===== src/rtl/universal_register_if.sv =====
// Bus bundle for universal_register: load/start request side plus register outputs.
interface universal_register_if #(
  parameter int WIDTH = 8,
  parameter int AMT_W = $clog2(WIDTH+1)
);
  logic             ld;
  logic [WIDTH-1:0] d;
  logic             start;
  logic [2:0]       mode;
  logic [AMT_W-1:0] amt;
  logic             si;
  logic [WIDTH-1:0] q;
  logic             cout;
  logic             zero;
  logic             busy;
  logic             done;

  modport master (output ld, d, start, mode, amt, si,
                  input  q, cout, zero, busy, done);
  modport slave  (input  ld, d, start, mode, amt, si,
                  output q, cout, zero, busy, done);
endinterface


===== src/rtl/universal_register.sv =====
// WIDTH-bit register with parallel load and multi-cycle shift/rotate/count
// operations, sequenced by a start/busy/done handshake.
module universal_register #(
  parameter int               WIDTH   = 8,
  parameter logic [WIDTH-1:0] RST_VAL = '0,
  parameter int               AMT_W   = $clog2(WIDTH+1)
) (
  input  logic                  clk,
  input  logic                  rst,
  universal_register_if.slave   bus
);

  typedef enum logic {IDLE, RUN} state_e;
  typedef enum logic [2:0] {
    OP_NOP, OP_SHL, OP_SHR, OP_ASR, OP_ROL, OP_ROR, OP_INC, OP_DEC
  } op_e;

  state_e           state_q, state_d;
  op_e              mode_q, mode_d;
  logic [AMT_W-1:0] cnt_q, cnt_d;
  logic [WIDTH-1:0] q_q, q_d;
  logic             cout_q, cout_d;
  logic             done_q, done_d;

  logic [WIDTH-1:0] step_q;
  logic             step_c;

  // One step of the latched operation; si is taken live every step.
  always_comb begin
    step_q = q_q;
    step_c = cout_q;
    unique case (mode_q)
      OP_SHL: begin step_q = {q_q[WIDTH-2:0], bus.si};     step_c = q_q[WIDTH-1]; end
      OP_SHR: begin step_q = {bus.si, q_q[WIDTH-1:1]};     step_c = q_q[0];       end
      OP_ASR: begin step_q = {q_q[WIDTH-1], q_q[WIDTH-1:1]}; step_c = q_q[0];     end
      OP_ROL: begin step_q = {q_q[WIDTH-2:0], q_q[WIDTH-1]}; step_c = q_q[WIDTH-1]; end
      OP_ROR: begin step_q = {q_q[0], q_q[WIDTH-1:1]};     step_c = q_q[0];       end
      OP_INC: {step_c, step_q} = {1'b0, q_q} + {{WIDTH{1'b0}}, 1'b1};
      OP_DEC: begin step_q = q_q - {{(WIDTH-1){1'b0}}, 1'b1}; step_c = (q_q == '0); end
      default: begin step_q = q_q; step_c = cout_q; end
    endcase
  end

  always_comb begin
    state_d = state_q;
    mode_d  = mode_q;
    cnt_d   = cnt_q;
    q_d     = q_q;
    cout_d  = cout_q;
    done_d  = 1'b0;
    unique case (state_q)
      IDLE: begin
        if (bus.ld) begin
          q_d    = bus.d;
          cout_d = 1'b0;
        end else if (bus.start) begin
          // A NOP or zero-length request completes at once without entering RUN.
          if (bus.mode != 3'd0 && bus.amt != '0) begin
            mode_d  = op_e'(bus.mode);
            cnt_d   = bus.amt;
            state_d = RUN;
          end else begin
            done_d = 1'b1;
          end
        end
      end
      RUN: begin
        if (bus.ld) begin
          // Abort: no completion pulse for the dropped operation.
          q_d     = bus.d;
          cout_d  = 1'b0;
          cnt_d   = '0;
          state_d = IDLE;
        end else begin
          q_d    = step_q;
          cout_d = step_c;
          cnt_d  = cnt_q - {{(AMT_W-1){1'b0}}, 1'b1};
          if (cnt_q == {{(AMT_W-1){1'b0}}, 1'b1}) begin
            state_d = IDLE;
            done_d  = 1'b1;
          end
        end
      end
      default: state_d = IDLE;
    endcase
  end

  always_ff @(posedge clk or negedge rst) begin
    if (!rst) begin
      state_q <= IDLE;
      mode_q  <= OP_NOP;
      cnt_q   <= '0;
      q_q     <= RST_VAL;
      cout_q  <= 1'b0;
      done_q  <= 1'b0;
    end else begin
      state_q <= state_d;
      mode_q  <= mode_d;
      cnt_q   <= cnt_d;
      q_q     <= q_d;
      cout_q  <= cout_d;
      done_q  <= done_d;
    end
  end

  assign bus.q    = q_q;
  assign bus.cout = cout_q;
  assign bus.zero = (q_q == '0);
  assign bus.busy = (state_q == RUN);
  assign bus.done = done_q;

endmodule


===== src/flat_wrapper.sv =====
// flat-port wrapper written by rule: the top's interface ports become plain ports
module universal_register_flat 
#(
  parameter int               WIDTH   = 8,
  parameter logic [WIDTH-1:0] RST_VAL = '0,
  parameter int               AMT_W   = $clog2(WIDTH+1)
)
  (clk, rst, bus_ld, bus_d, bus_start, bus_mode, bus_amt, bus_si, bus_q, bus_cout, bus_zero, bus_busy, bus_done);
  universal_register_if #(.WIDTH(WIDTH), .AMT_W(AMT_W)) bus_i ();
  input  logic clk;
  input  logic rst;
  input wire logic [$bits(bus_i.ld)-1:0] bus_ld;
  input wire logic [$bits(bus_i.d)-1:0] bus_d;
  input wire logic [$bits(bus_i.start)-1:0] bus_start;
  input wire logic [$bits(bus_i.mode)-1:0] bus_mode;
  input wire logic [$bits(bus_i.amt)-1:0] bus_amt;
  input wire logic [$bits(bus_i.si)-1:0] bus_si;
  output wire logic [$bits(bus_i.q)-1:0] bus_q;
  output wire logic [$bits(bus_i.cout)-1:0] bus_cout;
  output wire logic [$bits(bus_i.zero)-1:0] bus_zero;
  output wire logic [$bits(bus_i.busy)-1:0] bus_busy;
  output wire logic [$bits(bus_i.done)-1:0] bus_done;
  assign bus_i.ld = bus_ld;
  assign bus_i.d = bus_d;
  assign bus_i.start = bus_start;
  assign bus_i.mode = bus_mode;
  assign bus_i.amt = bus_amt;
  assign bus_i.si = bus_si;
  assign bus_q = bus_i.q;
  assign bus_cout = bus_i.cout;
  assign bus_zero = bus_i.zero;
  assign bus_busy = bus_i.busy;
  assign bus_done = bus_i.done;
  universal_register #(.WIDTH(WIDTH), .RST_VAL(RST_VAL), .AMT_W(AMT_W)) u_core (.clk(clk), .rst(rst), .bus(bus_i));
endmodule

===== config.mk =====
export PLATFORM = sky130hd
export DESIGN_NAME = universal_register_flat
export DESIGN_NICKNAME = d
export VERILOG_FILES = /design/src/rtl/universal_register_if.sv /design/src/rtl/universal_register.sv /design/src/flat_wrapper.sv
export SDC_FILE = /design/constraint.sdc
export NUM_CORES = 1
export LEC_CHECK = 0
export CORE_UTILIZATION = 55
export CTS_CLUSTER_SIZE = 14
export DETAILED_ROUTE_END_ITERATION = 6
export GPL_TIMING_DRIVEN = 0
export PLACE_DENSITY_LB_ADDON = 0.1
export SLEW_MARGIN = 20
export SYNTH_ARGS = -nofsm -noshare
export SYNTH_HDL_FRONTEND = slang
export SYNTH_SLANG_ARGS = --single-unit

===== constraint.sdc =====
create_clock -name clk -period 5.3 [get_ports clk]
set_input_delay 0.795 -clock clk [delete_from_list [all_inputs] [get_ports clk]]
set_output_delay 0.795 -clock clk [all_outputs]
set_load 0.01 [all_outputs]

### Word level (Yosys, flattened, before mapping)

Cells that the tools add are included.

* output and inout port bits: 12
* register bits after elaboration: 18

* add/subtract/negate cells: 3
* equality and inequality tests: 16
* bitwise logic cells: 2
* reductions and logical operators: 11
* muxes and demuxes: 25

Operators by type and width (count)
* case mux 8 bit (7 select lines): 1
* 2-to-1 mux 4 bit: 4
* 2-to-1 mux 8 bit: 2
* case mux 8 bit (2 select lines): 1
* equality test 3 bit, second input constant: 4
* 2-to-1 mux 1 bit: 12
* adder 8 x 1 -> 9 bit, second input constant: 1
* != test 9 bit, second input constant: 1
* logical NOT 8 bit: 1
* != test 8 bit, second input constant: 1
* case mux 4 bit (2 select lines): 1
* subtractor 8 x 1 -> 8 bit, second input constant: 1
* equality test 3 x 2 -> 1 bit, second input constant: 2
* != test 2 bit, second input constant: 3
* != test 6 bit, second input constant: 1
* case mux 1 bit (2 select lines): 3
* AND reduction 3 bit: 2
* equality test 4 x 1 -> 1 bit, second input constant: 1
* case mux 1 bit (4 select lines): 1
* AND reduction 2 bit: 2
* AND reduction 4 bit: 1
* nonzero test 4 bit: 1
* subtractor 4 x 1 -> 4 bit, second input constant: 1
* equality test 3 x 1 -> 1 bit, second input constant: 1
* other kinds (7): 8

### Logic depth before layout (Yosys ltp)

Gate-level depths: netlist (run 1).

* depth in word-level cells: 6
* depth in mapped cells: 8
* mapped depth without buffers: 7

### Least setup slack after synthesis (run 1)

OpenSTA, ideal clock, no wires.

* path kind: input to register
* start: in bus_amt[2]
* end: reg u_core.cnt_q[3]
* slack: 3021 ps
* required time: 5174 ps
* stages: 6
* buffers on the path: 1
* data arrival time: 2153 ps
* cells stage by stage: or4_1 > o31ai_1 > nor3b_1 > and2_0 > clkbuf_1 > a221o_1

* word-level cells in the longest chain between the ends: 4

Ends and longest elaborated chain
* start, declared: RTL line flat_wrapper.sv:16 `input wire logic [$bits(bus_i.amt)-1:0] bus_amt;`
* nonzero test 4 bit: RTL line universal_register.sv:58 `if (bus.mode != 3'd0 && bus.amt != '0) begin`
* logical AND 1 bit: RTL line universal_register.sv:58
* != test 2 x 1 -> 1 bit (no line)
* AND reduction 3 bit (no line)
* end signal, assigned: RTL line universal_register.sv:99 `cnt_q <= cnt_d;`
* end, declared: RTL line universal_register.sv:20 `logic [AMT_W-1:0] cnt_q, cnt_d;`

No other way between the ends.
A chain may end at the register's enable or synchronous reset.

### Final worst setup path (run 1)

* start: reg u_core.q_q[4] (netlist: u_core.bus.q[4])
* end: out bus_zero

* word-level cells in the longest chain between the ends: 1

Ends and longest elaborated chain
* start, declared: RTL line universal_register.sv:21 `logic [WIDTH-1:0] q_q, q_d;`
* start signal, assigned: RTL line universal_register.sv:100 `q_q <= q_d;`
* logical NOT 8 bit: RTL line universal_register.sv:108 `assign bus.zero = (q_q == '0);`
* end, declared: RTL line flat_wrapper.sv:20 `output wire logic [$bits(bus_i.zero)-1:0] bus_zero;`

No other way between the ends.

==> results of run 1 <==
[cell usage after synthesis (all sizes together), types with 2 or more instances]
| cell type | n | share of area (%) |
|---|---|---|
| inv | 9 | 2.2 |
| nand2 | 16 | 3.8 |
| xnor2 | 3 | 1.7 |
| o221ai | 3 | 1.7 |
| o32ai | 2 | 1.1 |
| o21ai | 13 | 4.1 |
| mux2i | 4 | 2.5 |
| o22ai | 5 | 2.0 |
| nand3 | 7 | 2.2 |
| dfrtp | 18 | 29 |
| a221o | 5 | 3.2 |
| nor2 | 14 | 3.3 |
| buf | 7 | 4.1 |
| ha | 5 | 4.0 |
| o31ai | 3 | 1.4 |
| mux2 | 4 | 2.9 |
| a21oi | 9 | 2.9 |
| xor2 | 5 | 2.8 |
| nand2b | 4 | 1.6 |
| nor3b | 4 | 1.9 |
| nand4 | 3 | 1.2 |
| o2111ai | 2 | 1.1 |
| clkbuf | 9 | 2.8 |
| a21boi | 3 | 1.4 |
| a22oi | 2 | 0.96 |
[worst paths after layout]
path / cells past startpoint / start / endpoint / slack [ns]
setup reg to reg: 8 / u_core.bus.q[1] / u_core.bus.q[2] / 3.14
setup / recovery: 5 / u_core.bus.q[4] / bus_zero / 2.15
max in group asynchronous: 1 / rst / u_core.bus.done / 3.75
hold / removal: 1 / u_core.cnt_q[3] / u_core.cnt_q[3] / 0.58
min in group asynchronous: 1 / rst / u_core.bus.q[0] / 0.97
hold reg to reg: 1 / u_core.cnt_q[3] / u_core.cnt_q[3] / 0.58
[power by group]
group / leakage [nW] / total, mW / switching, mW / internal [mW]
sequential: 0.221 / 0.200 / 0.0283 / 0.172
clock: 0.0210 / 0.0889 / 0.0470 / 0.0419
combinational: 0.545 / 0.417 / 0.228 / 0.189
total: 0.787 / 0.705 / 0.303 / 0.403
[per-layer routing]
| metal | vias up | GRT usage (%) | part of all wire, % |
|---|---|---|---|
| li1 | 739 | - | - |
| met1 | 738 | 39.5 | 44 |
| met2 | 76 | 49.9 | 47 |
| met3 | 7 | 7.03 | 8.2 |
| met4 | 0 | 12.9 | 1.2 |
| met5 | - | 0 | 0 |
[sequential cells by signal, indices dropped and copies added, names as in the netlist]
name / count
u_core.bus.q: 8
u_core.cnt_q: 4
u_core.mode_q: 3
u_core.bus.busy: 1
u_core.bus.cout: 1
u_core.bus.done: 1
[cell families (layout without fill, tap and decap cells)]
family                     Yosys count  count (layout)  synth area share (%)
and+or+nand+nor                     58              58                  20.0
AOI/OAI and AO/OA                   56              56                  24.9
buffers and inverters               26              61                  11.1
DFF                                 18              18                  28.7
muxes                                9               9                  6.85
xor gates and xnor gates             8               8                  4.46
adders and majority gates            5               5                  3.98
[final cells by class]
class | count | area (µm²) | share of cell area (%)
plain buffers | 17 | 140 | 7.17
clock buffers | 4 | 36.3 | 1.86
inverters | 9 | 33.8 | 1.73
multi-input cells | 136 | 946 | 48.4
flip-flops and latches | 18 | 450 | 23.0
well taps | 31 | 38.8 | 1.98
repair buffers | 31 | 310 | 15.9
==> results by group, run 1 <==
Timing
  – Hold_ws: 0.583 ns
  – Period utilization: between 50% and 60%
  – TNS Setup: 0 ns
  – Clock skew: 0.0148 ns
  – Setup ws final: about 2.2 ns
  – Period minus WS final: around 3.1 ns
  – Setup violations, final: 0
  – Worst-Margin Slew: between 0.8 and 0.9 ns
  – Relative slew slack: 39.9%
  – RSZ-0062 raised after global routing: no
  – Count of final max-slew check failures: 0
  – Fmax: ~320 MHz
  – Fin. Hold Viols: 0

Floorplan
  – Row count: 19
  – Die X: 55.4 µm
  – Height of the die: 55.4 µm
  – I/O Pins: 32
  – Die ar.: 3070 µm²
  – Initial Utilization: 57.4%
  – Core outline area: 2730 µm²

Cells and area
  – Nets: 241
  – Fillcell total: 216
  – Final core occ: 71.5%
  – Final cell count without fillers: 246
  – Post-route cell area: 1960 µm²
  – Most frequent cells in the layout: 31 x clkdlybuf4s50_1, 18 x dfrtp_1, 16 x nand2_1, 14 x nor2_1, 13 x o21ai_0
  – Most common cell after layout, fill and taps aside: clkdlybuf4s50_1
  – Layout cells sized above 1: 9.77%
  – Antenna cells: 0
  – Area Growth Syn to Fin: 24.5%

Clock tree
  – CTS Hold Bufs: 0
  – Clock sink total: 18
  – Worst-skew pair later-pin latency: 0.30 ns
  – CTS Buf Count: 3
  – CTS tree: built
  – CTS root buffer: clkbuf_4
  – Clock-pin slew on the worst setup and hold paths: 0.12 ns
  – Clk buf depth: 2
  – Setup repair bufs after CTS: 0
  – CTS resizes: 0
  – Htree depth: 1

Synthesis
  – Fraction of registers with async set or reset after synthesis: 100%
  – Ys flop type: dfrtp_1
  – Flops & latches, synth: 18
  – Syn Inst Count: 180
  – Count of different cell masters after synthesis: 49
  – Seq/Total Area, Yosys: 28.7%
  – Syn_nets: 205
  – Synth warn: 0
  – EDFF count, synth: 0
  – Syn Std Cell Area: approximately 1600 µm²
  – Mean post-synth cell area: 8.72 µm²

Drt
  – Via/cell ratio: about 6.3
  – Wire length per cell: 17.7 µm
  – Initial DRC count: 109
  – DR pass1 iterations: 5
  – DRC Markers: 0
  – Final WL: 4360 µm
  – Remaining antenna violation count after routing: 0
  – Vias: about 1600

Place
  – Setup slack at placement: 2.41 ns
  – Routability Congestion: 1.00
  – DPL Wire Length: 3220 µm
  – Dpl cells: about 240
  – Placed cell areas: 1920 µm²
  – I/O Buffers: 31

Worst setup path
  – Crit path buf inv count: 2
  – Slowest CP cell: clkdlybuf4s50_1
  – Crit Path Class: flip-flop to output port
  – Crit end category: output port
  – Worst Setup Start Kind: flip-flop
  – Top delay family on crit path: simple AND/OR/NAND/NOR gates
  – WP data required: 4.51 ns
  – Crit path cell chain: buf_6 -> or3_4 -> or2_4 -> nor4b_4 -> clkdlybuf4s50_1
  – CP max FO: 7
  – Critical path's largest stage delay: 0.58 ns
  – Crit path DAT: around 2.4 ns

Global routing
  – GRT overflow: 0
  – Antenna violations before repair: 0
  – Vias in the first global route: 1545
  – Pin count of the biggest net entering global routing: 19
  – First-pass GRT wire length: between 7000 and 8000 µm
  – Global Route Usage Sum: 30.8%

Hold path
  – Worst hold path type: flip-flop to flip-flop

Power
  – Max IR drop VDD: 0.293 mV
  – Pleak: approximately 0.79 nW
  – PD cells: 361 nW/µm²
  – Total power: 0.705 mW

Run status
  – Outcome: finished clean

Flow run
  – MaxCap Viol Count: 0
Note: power is estimated with default switching activity, not from simulation.
==> run 2: changes to the inputs <==
- CORE_UTILIZATION: 55 -> 51
- clock period: 5.3 -> 2.9 ns (I/O delays scaled with it)
==> run 2 against run 1 <==
  * The run now ends with DRC left
  * Power rose by 81%
  * Critical path depth unchanged
  * Count of clock-buffer cells in the layout is 1 lower
  * Highest routed layer unchanged
  * Final cell count decreased by 0.41%
  * Hold slack got worse by 0.0052 ns
==> results by group, run 2 (synthesis gave the netlist of run 1 again) <==
Clock tree
  – Clock-pin slew on the worst setup and hold paths: 0.11 ns (about the same)
  – CTS tree: built
  – CTS resizes: 0 (unchanged)
  – Htree depth: 1 (unchanged)
  – Setup repair bufs after CTS: 0 (unchanged)
  – CTS Hold Bufs: 0 (unchanged)
  – Worst-skew pair later-pin latency: 0.30 ns (about the same)
  – Clock sink total: 18 (unchanged)
  – Clk buf depth: 2 (unchanged)
  – CTS root buffer: clkbuf_4
  – CTS Buf Count: 3 (unchanged)

Floorplan
  – Row count: 19 (unchanged)
  – Height of the die: 57.5 µm (+3.7%)
  – Die ar.: 3310 µm² (+7.6%)
  – Die X: 57.5 µm (+3.7%)
  – Initial Utilization: 55.5% (-1.9 points)
  – Core outline area: 2830 µm² (+3.5%)
  – I/O Pins: 32 (unchanged)

Global routing
  – Global Route Usage Sum: 29.8% (-0.98 points)
  – Global Route met3 Usage: 3.63% (-3.4 points)
  – Grt met2 use: 50.0% (+0.086 points)
  – Met1 usage: 39.6% (+0.079 points)
  – GRT overflow: 0 (unchanged)
  – Antenna violations before repair: 0 (unchanged)
  – Pin count of the biggest net entering global routing: 19 (unchanged)
  – Busiest grt layer: met2
  – Vias in the first global route: 1552 (+0.45%)
  – First-pass GRT wire length: 7440 µm (about the same)

Power
  – Max IR drop VDD: 0.452 mV (+55%)
  – Flop pwr share: 28.8% (+0.5 points)
  – Pleak: 0.780 nW (-0.91%)
  – Switching component of the power: 0.568 mW (+88%)
  – PD cells: 657 nW/µm² (+82%)
  – Combinational power share: 60.8% (+1.7 points)
  – Switch share: 44.6% (+1.6 points)
  – Clk pwr share: 10.4% (-2.2 points)
  – Total power: 1.28 mW (+81%)
  – Internal Power: 0.707 mW (+76%)

Cells and area
  – Area Growth Syn to Fin: 23.7%
  – Most frequent cells in the layout: 31 x clkdlybuf4s50_1, 18 x dfrtp_1, 16 x nand2_1, 14 x nor2_1, 13 x o21ai_0
  – Most common cell after layout, fill and taps aside: clkdlybuf4s50_1
  – Final core occ: 68.6% (-2.9 points)
  – Layout cells sized above 1: 9.35% (-0.42 points)
  – Largest register FFs: 8 (unchanged)
  – Antenna cells: 0 (unchanged)
  – Final cell count without fillers: 245 (-0.41%)
  – Nets: 241 (unchanged)

Worst setup path
  – Critical path's largest stage delay: 0.58 ns (about the same)
  – Worst Setup Start Kind: flip-flop
  – CP max FO: 7 (unchanged)
  – Crit path cell chain: buf_6 -> or3_4 -> or2_4 -> nor4b_4 -> clkdlybuf4s50_1
  – Crit end category: output port
  – Crit path DAT: 2.37 ns (+0.02 ns)
  – Slowest CP cell: clkdlybuf4s50_1
  – WP data required: 2.47 ns (-2.04 ns)
  – Crit Path Class: flip-flop to output port

Place
  – Routability Congestion: 0.989 (-1.1%)
  – I/O Buffers: 31 (unchanged)
  – Dpl cells: 242 (unchanged)
  – DPL Wire Length: 3390 µm (+5.3%)

Timing
  – Worst-Margin Slew: 0.830 ns (-0.0693 ns)
  – Fmax: 356 MHz
  – Relative slew slack: 44.5% (+4.6 points)
  – Period utilization: 96.8%
  – Setup violations, final: 0 (unchanged)
  – Count of final max-slew check failures: 0 (unchanged)
  – Clock skew: 0.00926 ns (-0.00556 ns)
  – Hold_ws: 0.578 ns (-0.00515 ns)
  – TNS Setup: 0 ns (unchanged)
  – RSZ-0062 raised after global routing: no
  – Period minus WS final: 2.81 ns
  – Fin. Hold Viols: 0 (unchanged)

Drt
  – DRC Markers: 1 (+1)
  – Initial DRC count: 183 (+68%)
  – DR pass1 iterations: 7 (+2)
  – Wire length per cell: 19.0 µm (+7.4%)
  – Via/cell ratio: 6.68 (+5.4%)
  – Final WL: 4660 µm (+7.0%)
  – Remaining antenna violation count after routing: 0 (unchanged)
  – Vias: 1637 (+4.9%)

Hold path
  – Worst hold path type: flip-flop to flip-flop

Run status
  – Outcome: complete, but fails checks
  – Failing checks: DRC

Flow run
  – MaxCap Viol Count: 0 (unchanged)
run 2: cell count changes in the layout (fill, tap and decap cells not counted):
| cell | before | now |
|---|---|---|
| clkbuf_8 | 2 | 1 |
run 2: stage by stage:
stage | setup slack (ns) | area (µm²)
finish | 0.0942 | 1940
global route | 0.0298 | 1940
CTS | 0.108 | 1940
detailed placement | 0.337 | 1920
global placement | 0.375 | 1920
floorplan | 0.960 | 1570
run 2: final cells by class:
| type | instances | area [µm²] |
|---|---|---|
| buffer | 17 | 140 |
| clock buffer | 3 | 22.5 |
| fill | 240 | 887 |
| inverter | 9 | 33.8 |
| multi-input combinational | 136 | 946 |
| sequential | 18 | 450 |
| tap | 31 | 38.8 |
| timing repair buffer | 31 | 310 |
run 2: worst paths after layout:
check / slack, ns / start / cells past startpoint / end
min in group asynchronous: 0.59 / rst / 1 / u_core.cnt_q[0]
hold reg to reg: 0.58 / u_core.cnt_q[3] / 1 / u_core.cnt_q[3]
hold / removal: 0.58 / u_core.cnt_q[3] / 1 / u_core.cnt_q[3]
max in group asynchronous: 1.79 / rst / 1 / u_core.bus.q[3]
setup reg to reg: 0.81 / u_core.bus.q[1] / 8 / u_core.bus.q[2]
setup / recovery: 0.09 / u_core.bus.q[4] / 5 / bus_zero
run 2: per-layer routing:
layer | wire length (µm) | up-vias
met3 | 408 | 17
met1 | 1880 | 765
met4 | 92 | 0
met5 | 0 | -
met2 | 2280 | 115
li1 | - | 740
run 2: power by group through the flow:
stage,clock (mW),sequential [mW],combinational [mW]
final,0.133,0.368,0.775
after CTS,0.132,0.366,0.753
after global placement,0,0.364,0.737
after global routing,0.139,0.375,0.835
after detailed placement,0,0.370,0.750
after floorplan,0,0.373,0.511
run 2: worst max-delay path, delay by kind of cell, from the launching register on:
family        cells  cell delay, ns
buf+inv           2            0.72
simple gates      3            0.95
flops             1            0.41
